### src/rtl/status_code_tx_if.sv
// Payload-in / code-byte-out handshake bundle for the status-code transmitter.
// slave is the transmitter's view; master is the view of the logic driving it.
interface status_code_tx_if;
  logic [15:0] pl_data;
  logic        pl_valid;
  logic        pl_ready;
  logic [7:0]  code;
  logic        code_valid;
  logic        code_last;
  logic        code_ready;

  modport slave (
    input  pl_data, pl_valid, code_ready,
    output pl_ready, code, code_valid, code_last
  );

  modport master (
    output pl_data, pl_valid, code_ready,
    input  pl_ready, code, code_valid, code_last
  );
endinterface

### src/rtl/status_code_tx.sv
// Serialises 16-bit status words into header/high/low[/xor] code frames; header valid 1 cycle after accept.
// A byte holds while code_ready is low; pl_ready is high only in IDLE, and every output is registered.
module status_code_tx #(
  parameter logic [3:0] HDR_TAG = 4'hA,
  parameter bit         CSUM_EN = 1'b1,
  parameter int         CNT_W   = 16
) (
  input  logic             clock,
  input  logic             rst_n,
  status_code_tx_if.slave  bus,
  output logic             busy,
  output logic [CNT_W-1:0] frame_cnt
);

  typedef enum logic [2:0] {IDLE, HEAD, HIGH, LOW, CSUM} state_t;

  state_t           state, state_nxt;
  logic [15:0]      pl_q, pl_nxt;
  logic [3:0]       seq, seq_nxt;
  logic [CNT_W-1:0] cnt_nxt;
  logic [7:0]       code_nxt;
  logic             vld_nxt, last_nxt;
  logic             hs, fin;
  logic [7:0]       hdr;

  assign hs  = bus.code_valid & bus.code_ready;
  assign hdr = {HDR_TAG, seq};

  always_ff @(posedge clock) begin
    if (!rst_n) begin
      state          <= IDLE;
      pl_q           <= '0;
      seq            <= '0;
      frame_cnt      <= '0;
      bus.code       <= 8'h00;
      bus.code_valid <= 1'b0;
      bus.code_last  <= 1'b0;
      bus.pl_ready   <= 1'b0;
      busy           <= 1'b0;
    end else begin
      state          <= state_nxt;
      pl_q           <= pl_nxt;
      seq            <= seq_nxt;
      frame_cnt      <= cnt_nxt;
      bus.code       <= code_nxt;
      bus.code_valid <= vld_nxt;
      bus.code_last  <= last_nxt;
      bus.pl_ready   <= (state_nxt == IDLE);
      busy           <= (state_nxt != IDLE);
    end
  end

  always_comb begin
    state_nxt = state;
    pl_nxt    = pl_q;
    seq_nxt   = seq;
    cnt_nxt   = frame_cnt;
    code_nxt  = bus.code;
    vld_nxt   = bus.code_valid;
    last_nxt  = bus.code_last;
    fin       = 1'b0;
    case (state)
      IDLE: begin
        if (bus.pl_valid && bus.pl_ready) begin
          pl_nxt    = bus.pl_data;
          state_nxt = HEAD;
          code_nxt  = hdr;
          vld_nxt   = 1'b1;
          last_nxt  = 1'b0;
        end
      end
      HEAD: begin
        if (hs) begin
          state_nxt = HIGH;
          code_nxt  = pl_q[15:8];
        end
      end
      HIGH: begin
        if (hs) begin
          state_nxt = LOW;
          code_nxt  = pl_q[7:0];
          last_nxt  = !CSUM_EN;
        end
      end
      LOW: begin
        if (hs) begin
          if (CSUM_EN) begin
            state_nxt = CSUM;
            code_nxt  = hdr ^ pl_q[15:8] ^ pl_q[7:0];
            last_nxt  = 1'b1;
          end else begin
            fin = 1'b1;
          end
        end
      end
      CSUM: begin
        if (hs) fin = 1'b1;
      end
      default: state_nxt = IDLE;
    endcase
    // Final byte accepted: close the frame and bump the header sequence.
    if (fin) begin
      state_nxt = IDLE;
      vld_nxt   = 1'b0;
      last_nxt  = 1'b0;
      seq_nxt   = seq + 4'd1;
      cnt_nxt   = frame_cnt + CNT_W'(1);
    end
  end

endmodule

### src/flat_wrapper.sv
// flat-port wrapper written by rule: the top's interface ports become plain ports
module status_code_tx_flat 
#(
  parameter logic [3:0] HDR_TAG = 4'hA,
  parameter bit         CSUM_EN = 1'b1,
  parameter int         CNT_W   = 16
)
  (clock, rst_n, busy, frame_cnt, bus_pl_data, bus_pl_valid, bus_code_ready, bus_pl_ready, bus_code, bus_code_valid, bus_code_last);
  status_code_tx_if bus_i ();
  input  logic clock;
  input  logic rst_n;
  output logic busy;
  output logic [CNT_W-1:0] frame_cnt;
  input wire logic [$bits(bus_i.pl_data)-1:0] bus_pl_data;
  input wire logic [$bits(bus_i.pl_valid)-1:0] bus_pl_valid;
  input wire logic [$bits(bus_i.code_ready)-1:0] bus_code_ready;
  output wire logic [$bits(bus_i.pl_ready)-1:0] bus_pl_ready;
  output wire logic [$bits(bus_i.code)-1:0] bus_code;
  output wire logic [$bits(bus_i.code_valid)-1:0] bus_code_valid;
  output wire logic [$bits(bus_i.code_last)-1:0] bus_code_last;
  assign bus_i.pl_data = bus_pl_data;
  assign bus_i.pl_valid = bus_pl_valid;
  assign bus_i.code_ready = bus_code_ready;
  assign bus_pl_ready = bus_i.pl_ready;
  assign bus_code = bus_i.code;
  assign bus_code_valid = bus_i.code_valid;
  assign bus_code_last = bus_i.code_last;
  status_code_tx #(.HDR_TAG(HDR_TAG), .CSUM_EN(CSUM_EN), .CNT_W(CNT_W)) u_core (.clock(clock), .rst_n(rst_n), .bus(bus_i), .busy(busy), .frame_cnt(frame_cnt));
endmodule
### config.mk
export PLATFORM = sky130hd
export DESIGN_NAME = status_code_tx_flat
export DESIGN_NICKNAME = d
export VERILOG_FILES = /design/src/rtl/status_code_tx_if.sv /design/src/rtl/status_code_tx.sv /design/src/flat_wrapper.sv
export SDC_FILE = /design/constraint.sdc
export NUM_CORES = 1
export LEC_CHECK = 0
export CELL_PAD_IN_SITES_DETAIL_PLACEMENT = 0
export CELL_PAD_IN_SITES_GLOBAL_PLACEMENT = 1
export CORE_MARGIN = 2
export CORE_UTILIZATION = 40
export CTS_BUF_LIST = sky130_fd_sc_hd__clkbuf_2 sky130_fd_sc_hd__clkbuf_4 sky130_fd_sc_hd__clkbuf_8
export DETAILED_ROUTE_END_ITERATION = 6
export PLACE_DENSITY = 0.84
export SYNTH_ARGS = -nofsm -noshare
export SYNTH_HDL_FRONTEND = slang
export SYNTH_SLANG_ARGS = --single-unit
### constraint.sdc
create_clock -name clock -period 1.74 [get_ports clock]
set_input_delay 0.261 -clock clock [delete_from_list [all_inputs] [get_ports clock]]
set_output_delay 0.261 -clock clock [all_outputs]
set_load 0.02 [all_outputs]
# --- Word-level counts from Yosys, hierarchy flattened ---
# Cells that the tools add are included.
op_classes:
  reduce_logical: 10
  mux: 17
  eq_ne: 8
  bitwise_logic: 4
  n_addsub: 2
op_table:
  columns: ["op", "n"]
  rows:
  - ["2-to-1 mux 8 bit", 4]
  - ["one-hot mux 8 bit (4 select lines)", 1]
  - ["adder 16 x 1 -> 16 bit (second input constant)", 1]
  - ["bitwise XOR 8 bit", 2]
  - ["2-to-1 mux 3 bit", 5]
  - ["one-hot mux 3 bit (5 select lines)", 1]
  - ["!= test 2 x 1 -> 1 bit (second input constant)", 4]
  - ["equality test 3 x 2 -> 1 bit (second input constant)", 2]
  - ["logical NOT 3 bit", 2]
  - ["nonzero test 3 bit", 2]
  - ["2-to-1 mux 1 bit", 5]
  - ["AND reduction 5 bit", 1]
  - ["adder 4 x 1 -> 4 bit (second input constant)", 1]
  - ["AND reduction 4 bit", 1]
  - ["nonzero test 4 bit", 1]
  - ["equality test 3 x 1 -> 1 bit (second input constant)", 1]
  - ["equality test 3 bit (second input constant)", 1]
  - ["one-hot mux 1 bit (3 select lines)", 1]
  - ["AND reduction 2 bit", 1]
  - ["OR reduction 2 bit", 1]
  - ["AND 1 bit", 1]
  - ["logical AND 1 bit", 1]
  - ["inverter 1 bit", 1]
totals:
  input_bits: 20
  ff_bits: 51
  wordCells: 50
  output_inout_bits: 28

# --- Depth between registers and ports, before layout ---
depth:
  depth_word: 5
  ltp_mapped: 7
  mapped_depth_nobuf: 4

# --- Worst setup path after synthesis ---
# OpenSTA, ideal clock, no wires.
synth_timing:
  path_kind: "register to register"
  startpoint: "register u_core.bus.code_valid"
  endpoint: "register u_core.frame_cnt[13]"
  setup_time_ns: 0.071
  slack_ns: 0.147
  path_buffers: 2
  arrival_ns: 1.523
  t_required_ns: 1.669
  path_stages_with_launch: 7
  synth_period_minus_slack_ns: 1.593
  path_cell_list: "dfxtp_1 and4bb_1 buf_4 nand4_1 buf_2 or3_1 a21oi_1"
synth_via:
  elab_chain_len: 3
synth_lines:
  columns: ["element", "line", "rtl"]
  rows:
  - ["start, declared", "status_code_tx_if.sv:14", "output pl_ready, code, code_valid, code_last"]
  - ["start signal, assigned", "status_code_tx.sv:46", "bus.code_valid <= vld_nxt;"]
  - ["AND 1 bit", "status_code_tx.sv:26", "assign hs = bus.code_valid & bus.code_ready;"]
  - ["2-to-1 mux 1 bit", "status_code_tx.sv:97", "if (hs) fin = 1'b1;"]
  - ["2-to-1 mux 1 bit", null, null]
  - ["end signal, assigned", "status_code_tx.sv:44", "frame_cnt <= cnt_nxt;"]
  - ["end, declared", "status_code_tx.sv:12", "output logic [CNT_W-1:0] frame_cnt"]
# No other way between the ends.
# A chain may end at the register's enable or synchronous reset.

# --- Final worst setup path ---
layout_timing:
  startpoint: "register u_core.frame_cnt[6]"
  endpoint: "output frame_cnt[6]"
layout_lines:
  columns: ["element", "line", "rtl"]
  rows:
  - ["end, declared", "flat_wrapper.sv:13", "output logic [CNT_W-1:0] frame_cnt;"]
# No word-level cell between the ends.

==> impl_metrics.csv <==
group,metric,value,unit
outcome,status,"completed",
power,p_per_area,736,mW/mm2
sta,hold_viol,0,
finish,final_cell_mix,"50 x dfxtp_1, 47 x clkdlybuf4s50_1, 29 x nor2_1",
floorplanning,rows,28,
detailed_routing,drt_iter0_markers,104,
clock_network,clk_path_buf_depth,2,
finish,syn_to_final_growth,33.2,%
worst_setup_path,criticalPathCategory,"flop to output port",
finish,final_common_cell,"dfxtp_1",
global_route,grtUsageTotal,0.178,
yosys,synth_compound_area_frac,0.149,
detailed_routing,route.detailed.drc,0,
yosys,synth_area_per_cell,8.75,um2
yosys,syn_inst,276,
global_route,grt_start_max_net_pins,20,
sta,min_period,1.65,ns
place,place_congestion,0.821,
yosys,synthSimpleGateAreaFrac,0.246,
worst_hold_path,hp-class,"flop to flop",
sta,relSlewSlack,0.765,
worst_setup_path,slowest_stage,"clkdlybuf4s50_1",
yosys,ys_ff_latch,51,
floorplanning,die_w,81.7,um
place,dpl.hpwl,3980,um
floorplanning,core-area,0.00589,mm2
detailed_routing,first_pass_iters,4,
yosys,yosysTopAreaCell,"dfxtp_1",
yosys,ys_types,46,
yosys,synth_edf_count,0,
sta,fmaxAchievable,608,MHz
global_route,overflow,0,
floorplanning,num_io_pins,48,
yosys,yosysWarnings,0,
yosys,synth_top_cells_by_area,"dfxtp_1 42%, mux2i_1 7.0%, nor2_1 4.5%",
floorplanning,die_area,0.00667,mm2
yosys,synth_top_family_by_area,"simple AND/OR/NAND/NOR gates",
finish,final_nets,359,
clock_network,clk_latency,0.30,ns
yosys,netlist_area,0.00241,mm2
yosys,syn_nets,298,
worst_setup_path,crit_chain,"clkdlybuf4s50_1",
detailed_routing,wl_per_cell,13.5,um
yosys,synthMuxAreaShare,0.0891,
worst_setup_path,path_buf_inv,1,
place,io_buffers,47,
detailed_routing,ant_nets,0,
worst_setup_path,path_max_fanout,7,
job,maxCapViolCount,0,
clock_network,holdBufCountCts,0,
place,dp_cells,404,
clock_network,cts_inserted_buffers,5,
detailed_routing,vias_per_cell,5.35,
finish,final_cell_count_no_fill,413,
global_route,grt_pass1_wl,9340,um
yosys,synthAdderAreaFrac,0.0104,
worst_setup_path,critPathMaxStageDelay,0.64,ns
worst_setup_path,required,1.48,ns
finish,layout-drive-gt1-share,0.133,
global_route,grt_pass1_vias,2052,
floorplanning,initial_core_util,0.410,
finish,diodes,0,
sta,setup-violations-final,0,
power,ir_worst_vdd,0.000481,V
yosys,yosys_most_used_dff,"dfxtp_1",
clock_network,clockRootBuffer,"clkbuf_8",
worst_setup_path,worstSetupEndpointType,"output port",
yosys,synth_top_area_share,0.423,
detailed_routing,vias,2209,
sta,tightest_slew,0.344,ns
sta,finalClockSkew,0.00792,ns
clock_network,cts_tree,"done",
sta,slew_violations,0,
clock_network,htreeDepth,2,
sta,period_share,0.946,
floorplanning,die_y,81.7,um
detailed_routing,routed_wirelength,5560,um
power,power.leakage,1.16,nW
yosys,synthXorXnorAreaFrac,0.0435,
yosys,synthArstFlopShare,0,
worst_setup_path,critical_path_arrival,1.38,ns
yosys,yosysSeqAreaShare,0.423,
power,fin_total_pwr,0.00237,W
worst_setup_path,start_kind,"flop",
global_route,grt_antenna_before_repair,0,
clock_network,clk_pin_slew,0.09,ns
clock_network,cts.sinks,51,
worst_setup_path,cpLargestDelayFamily,"buffers and inverters",
==> stage by stage <==
step	TNS (ns)	hold WS (ns)	setup slack, ns	area (um2)	utilization
after detailed placement	-2.28	0.466	-0.203	3090	0.524
final	0	0.484	0.0944	3220	0.547
after CTS	0	0.486	0.0826	3200	0.544
after global routing	-0.000201	0.518	-0.000201	3220	0.547
after floorplan	0	0.408	0.147	2410	-
after global placement	-1.56	0.457	-0.173	3090	0.524
==> flip-flops by register name, indices dropped and copies added, names as in the netlist, 3 cells and up <==
register and count:
u_core.pl_q 16, u_core.frame_cnt 16, u_core.state 3, u_core.bus.code 8
u_core.seq 4
==> synthesized netlist by cell type (3+ instances only) <==
| cell type | instances |
|---|---|
| nor3_1 | 5 |
| a32o_1 | 3 |
| nand2_1 | 15 |
| nand3b_1 | 4 |
| inv_1 | 4 |
| nor2_1 | 29 |
| o21ai_0 | 10 |
| xor2_1 | 7 |
| mux2_2 | 4 |
| dfxtp_1 | 51 |
| or3_1 | 12 |
| or2_2 | 3 |
| and3_1 | 3 |
| o211ai_1 | 4 |
| a31oi_1 | 4 |
| xnor2_1 | 5 |
| mux2i_1 | 17 |
| buf_2 | 5 |
| nand2b_1 | 5 |
| o22ai_1 | 4 |
| nand3_1 | 15 |
| nand4_1 | 5 |
| a21oi_1 | 20 |
| o21bai_1 | 3 |
| clkbuf_1 | 9 |
==> layout make-up <==
type                            instances  area, um2
Inverter                                5       18.8
Tap cell                               75       93.8
Timing Repair Buffer                   71        663
Clock buffer                            5       68.8
Clock inverter                          3       43.8
Multi-Input combinational cell        203       1310
Sequential cell                        51       1020
Fill cell                             547       2670
==> cells by family after synthesis <==
family	Yosys count
buffers and inverters	22
multiplexers	21
AO/OA/AOI/OAI	57
flip-flops	51
AND/OR/NAND/NOR	111
XOR/XNOR	12
adder cells (fa/ha/maj)	2
==> path summary, 6_finish.rpt <==
path,from,end,slack [ns],depth (start not counted)
max reg2reg,u_core.state[0]$_SDFF_PN0_,u_core.frame_cnt[15]$_SDFFE_PN0P_,0.15,5
max,u_core.frame_cnt[6]$_SDFFE_PN0P_,frame_cnt[6],0.09,1
min,u_core.bus.code[4]$_SDFFE_PN0P_,u_core.bus.code[4]$_SDFFE_PN0P_,0.48,2
min reg2reg,u_core.bus.code[4]$_SDFFE_PN0P_,u_core.bus.code[4]$_SDFFE_PN0P_,0.48,2
==> routing by layer <==
metal	GRT usage	part of all wire	vias to the layer above
li1	-	-	1122
met1	0.236	0.49	1033
met2	0.293	0.46	44
met3	0.0286	0.027	10
met4	0.0633	0.023	0
met5	0	0	-
==> power breakdown <==
part / switching (W) / internal [W]
Sequential: 0.0000301 / 0.00120
Clock: 0.000400 / 0.000429
Combinational: 0.000143 / 0.000163
==> timing repair <==
item | CTS | global route
gates resized for setup | 0 | 3
buffers inserted | 0 | 1
setup endpoints to repair | 0 | 3
(Power assumes the default switching activity.)
==> RTL change 1, RTL diff (same flow settings) <==
`CNT_W` is set to 16 in 2 places; all go to 32.
--- a/src/rtl/status_code_tx.sv
+++ b/src/rtl/status_code_tx.sv
@@ -5,3 +5,3 @@
   parameter bit         CSUM_EN = 1'b1,
-  parameter int         CNT_W   = 16
+  parameter int         CNT_W   = 32
 ) (
--- a/src/flat_wrapper.sv
+++ b/src/flat_wrapper.sv
@@ -5,3 +5,3 @@
   parameter bit         CSUM_EN = 1'b1,
-  parameter int         CNT_W   = 16
+  parameter int         CNT_W   = 32
 )
Interface: changed (resized frame_cnt); port bits go from 48 to 64. The function was not compared with the original's and may differ.
==> RTL change 1 against the unedited design <==
The run now ends with negative setup slack left. Area after synthesis is 34% higher. Clock power is 91% higher. Non-clock buffer count is 45 higher. Critical path depth is 5 higher. Count of clock-buffer cells in the layout is 4 higher. Final cell count is 42% higher. Synthesized cell count is 35% higher. Setup slack worse by 0.17 ns. Design area is 47% higher. Global-route usage is 1.7 points higher. Maximum frequency is 9.2% lower. Power is 46% higher. Sequential cell count is 16 higher. Wire length is 51% higher. Largest power group unchanged.
==> RTL change 1: results (changes against the unedited design) <==
Cell Area, Placed 4310 µm² (+40%); 1st-iter DRT viols 86 (-17%); NumNets Final 502 (+40%); number of global-route vias before repair 2863 (+40%); H-tree levels 3 (+1); Synth async-reset ratio 0% (unchanged); Commonest cells post-synth 67 x dfxtp_1, 45 x nor2_1, 38 x nand2_1, 26 x a21oi_1, 21 x mux2i_1; Regs by FF count u_core.frame_cnt: 32 flops, u_core.pl_q: 16 flops, u_core.bus.code: 8 flops; ant diodes 0 (unchanged); failing checks negative setup slack; Final Skew 0.00483 ns (-0.00309 ns); maximum clock insertion buffer count 2 (unchanged); layout cells sized above 1 25.8% (+12 points); Routed WL 8.37 mm (+51%); post-route cell area 4730 µm² (+47%); Routability Congestion 0.740 (-9.9%); top-count cell post-synth dfxtp_1; initial antenna violation count 0 (unchanged); worst setup margin -0.0718 ns (-0.166 ns); synth unique cells 53 (+15%); dpl hpwl 5.51 mm (+39%); CP arrival 2.04 ns (+0.66 ns); Crit-path slowest cell or4_4; status complete, but fails checks; Port Buf Inserts 63 (+34%); maximum VDD drop 0.423 mV (-12%); sum of negative setup slack -0.406 ns (-0.406 ns); first-pass GRT wire length 13.6 mm (+46%); Yosys warnings 0 (unchanged); worst skew pair latency 0.34 ns (+0.04 ns); cts bufs inserted 9 (+4); top post-synthesis cells by area dfxtp_1 42%, mux2i_1 6.5%, nor2_1 5.2%; largest net degree at the start of global routing 53 (+170%); GRT Total Usage 19.5% (+1.7 points); DR vias 3120 (+41%); Leak 1.77 nW (+53%); crit-path max FO 8 (+1); fillers 679 (+24%); WHS 0.476 ns (-0.00790 ns); fin crit period 1.81 ns (+0.166 ns); Worst R2R Path Depth 6 (+1); syn_nets 395 (+33%); crit-path max cell delay 0.49 ns (-0.15 ns); # setup viols final 10 (+10); Slew @ Worst Pin 0.408 ns (+0.0641 ns); post-synthesis sequential area ratio 41.6% (-0.71 points)
[RTL change 1: critical path, delay by kind of cell (launching register included)]
kind            cells  cell delay [ns]
simple gates        2             0.63
buf+inv             2             0.37
flops               1             0.35
compound gates      2             0.34
[RTL change 1: power by group]
group	total [mW]	leakage, nW	internal [mW]	switching (mW)
Combinational	0.299	1.09	0.154	0.145
Clock	1.58	0.119	0.949	0.631
Sequential	1.58	0.555	1.55	0.0283
Total	3.46	1.77	2.65	0.805
[RTL change 1: cells by family (layout without fill, tap and decap cells)]
kind of cell               after synthesis  after routing  synth area share [%]
and+or+nand+nor                        164            166                  27.1
xor gates and xnor gates                19             19                  5.16
DFF                                     67             67                  41.6
adders and majority gates                2              2                 0.775
muxes                                   22             22                  6.86
buffers and inverters                   31            141                  4.42
AOI/OAI and AO/OA                       68             68                  14.2
[RTL change 1: layout make-up]
cell class	instances	area share, %
Multi-Input combinational cell	277	39.7
Sequential cell	67	29.4
Timing Repair Buffer	116	22.5
Tap cell	102	2.70
Clock buffer	9	2.62
Clock inverter	7	2.46
Inverter	9	0.715
[RTL change 1: path summary, 6_finish.rpt]
| kind | start | endpoint |
|---|---|---|
| min | u_core.bus.code[1] | u_core.bus.code[1] |
| max reg2reg | u_core.frame_cnt[12] | u_core.frame_cnt[21] |
| min reg2reg | u_core.bus.code[1] | u_core.bus.code[1] |
| max | u_core.frame_cnt[12] | u_core.frame_cnt[21] |
[RTL change 1: per-layer routing]
metal | GRT usage, % | up-vias | part of all wire, %
met4 | 7.85 | 0 | 1.6
met3 | 3.29 | 12 | 4.0
met2 | 31.0 | 77 | 47
met1 | 26.4 | 1467 | 48
met5 | 0 | - | 0
li1 | - | 1564 | -
[RTL change 1: stage by stage]
step	instances	setup WS (ns)
global route	587	-0.176
finish	587	-0.0718
floorplan	373	-0.0572
detailed placement	563	-0.339
global placement	563	-0.255
CTS	584	-0.0467
[RTL change 1: repair_timing]
item,CTS,global route
pin swaps,3,2
setup endpoints to repair,13,23
gates cloned,2,0
setup buffers,3,3
resized for setup,7,23
hold buffers,0,0
==> RTL change 2, RTL diff (same flow settings) <==
Made on the original files. The 5 states of `state_t` get a one-hot encoding in 5 bits.
--- a/src/rtl/status_code_tx.sv
+++ b/src/rtl/status_code_tx.sv
@@ -14,3 +14,3 @@
 
-  typedef enum logic [2:0] {IDLE, HEAD, HIGH, LOW, CSUM} state_t;
+  typedef enum logic [4:0] {IDLE = 5'b00001, HEAD = 5'b00010, HIGH = 5'b00100, LOW = 5'b01000, CSUM = 5'b10000} state_t;
 
Function: no difference found for any inputs over 10 cycles, from zero or initial values and one cycle with rst_n low; not proved beyond that.
==> RTL change 2 against the unedited design <==
Design area grew 9.5%. Largest cell class unchanged. First-iteration DRC count grew 5.8%. Wire length grew 7.9%. Critical endpoint is now u_core.seq[3]. Area after synthesis grew 9.1%. Clock skew shrank 0.0019 ns. Power grew 6.9%. Sequential cell count grew 2. Highest routed layer unchanged. Setup slack lost 0.073 ns. Via count grew 6.9%.
==> RTL change 2: results (changes against the unedited design) <==
status complete, no violations; Clock transition at path regs 0.09 ns (about the same); number of global-route vias before repair 2188 (+6.6%); Worst R2R Path Depth 6 (+1); crit-path max cell delay 0.42 ns (-0.22 ns); ANT nets after route 0 (unchanged); Slew HR 74.9% (-1.5 points); Crit-path slowest cell dfxtp_1; crit-path leading delay family simple AND/OR/NAND/NOR gates; syn_nets 332 (+11%); CP arrival 1.93 ns (+0.55 ns); predominant post-synthesis flop cell dfxtp_1; post-synthesis sequential area ratio 40.3% (-2.0 points); top post-synthesis cells by area dfxtp_1 40%, nand2_1 7.7%, a21boi_0 5.4%; GRT Total Usage 17.2% (-0.59 points); DR vias 2362 (+6.9%); DR pass1 iterations 4 (unchanged); dpl ws -0.181 ns (+0.0219 ns); layout cells sized above 1 14.3% (+1.0 points); crit-path max FO 7 (unchanged); synth unique cells 50 (+8.7%); largest net degree at the start of global routing 53 (+170%); Port Buf Inserts 47 (unchanged); maximum VDD drop 0.410 mV (-15%); placed cells 445 (+10%); dpl hpwl 4.20 mm (+5.6%); Hold Crit Class flip-flop to flip-flop; Yosys warnings 0 (unchanged); Regs by FF count u_core.frame_cnt: 16 flops, u_core.pl_q: 16 flops, u_core.bus.code: 8 flops; Leak 1.34 nW (+16%); vias per cell 5.20 (-2.7%); Routability Congestion 0.801 (-2.5%); Commonest cells post-synth 54 x nand2_1, 53 x dfxtp_1, 19 x a21boi_0, 19 x and2_1, 17 x o21ai_0; 1st-iter DRT viols 110 (+5.8%); ant diodes 0 (unchanged); initial antenna violation count 0 (unchanged); maximum clock insertion buffer count 2 (unchanged); cts bufs inserted 5 (unchanged); Hold Crit Depth 2 (unchanged); NumNets Final 398 (+11%); first-pass GRT wire length 10.2 mm (+8.8%); worst skew pair latency approximately 0.31 ns; average size of a mapped cell 8.50 µm² (-2.8%); wire length per cell 13.2 µm (-1.9%); H-tree levels 2 (unchanged); Final Skew 0.00599 ns (-0.00194 ns)
-- RTL change 2: cell types whose count changed after synthesis, moves of 11 or more --
cell / unedited run / this run
a21boi_0: 0 / 19
a21oi_1: 20 / 8
and2_1: 2 / 19
mux2i_1: 17 / 0
nand2_1: 15 / 54
nor2_1: 29 / 11
or3_1: 12 / 1
-- RTL change 2: metrics by stage --
step / cell area [µm²] / hold WS, ns / util, %
after global routing: 3520 / 0.490 / 55.4
final: 3520 / 0.476 / 55.4
after floorplan: 2640 / 0.396 / -
after global placement: 3370 / 0.463 / 53.1
after detailed placement: 3370 / 0.464 / 53.1
after CTS: 3460 / 0.478 / 54.5
-- RTL change 2: layout make-up --
cell class	instances	area [µm²]
timing repair buffer	73	719
fill	575	2830
tap	77	96.3
multi-input combinational	239	1540
clock inverter	2	10.0
clock buffer	6	76.3
sequential	53	1070
inverter	4	15.0
-- RTL change 2: what timing repair did --
item	4_1_cts	5_1_grt
pin swaps	1	2
resized for setup	1	11
setup endpoints to repair	6	24
buffers inserted	0	1
-- RTL change 2: worst paths after layout --
path	start	endpoint	slack, ns
setup reg to reg	u_core.state[4]	u_core.seq[3]	0.02
hold reg to reg	u_core.bus.code[5]	u_core.bus.code[5]	0.48
hold / removal	u_core.bus.code[5]	u_core.bus.code[5]	0.48
setup / recovery	u_core.state[4]	u_core.seq[3]	0.02
-- RTL change 2: where the power goes --
| part | total [mW] | switching [mW] | leakage [nW] | internal, mW |
|---|---|---|---|---|
| Clock | 0.700 | 0.404 | 0.0484 | 0.296 |
| Combinational | 0.499 | 0.243 | 0.857 | 0.256 |
| Sequential | 1.33 | 0.0553 | 0.431 | 1.28 |
-- RTL change 2: worst register-to-register path, stage by stage (launching register included) --
cell and delay [ns]:
dfxtp_1 0.42, nor2b_1 0.31, buf_4 0.18, and3_1 0.28, nand4_1 0.15, xnor2_1 0.14
and2_1 0.15
-- RTL change 2: per-layer routing --
layer  global-route usage [%]  up-vias  routed length (µm)
met5                        0        -                   0
met4                     5.19        0                  46
met3                     3.21        5                 194
met2                     28.6       40                2800
met1                     22.8     1092                2950
li1                         -     1225                   -
-- RTL change 2: logic make-up (layout without fill, tap and decap cells) --
kind of cell	after synthesis	in the layout	synth area share, %
simple gates	140	140	28.7
fa+ha+maj	2	2	0.950
xor+xnor	21	21	6.98
compound gates	76	76	19.9
buf+inv	18	85	3.18
flops	53	53	40.3
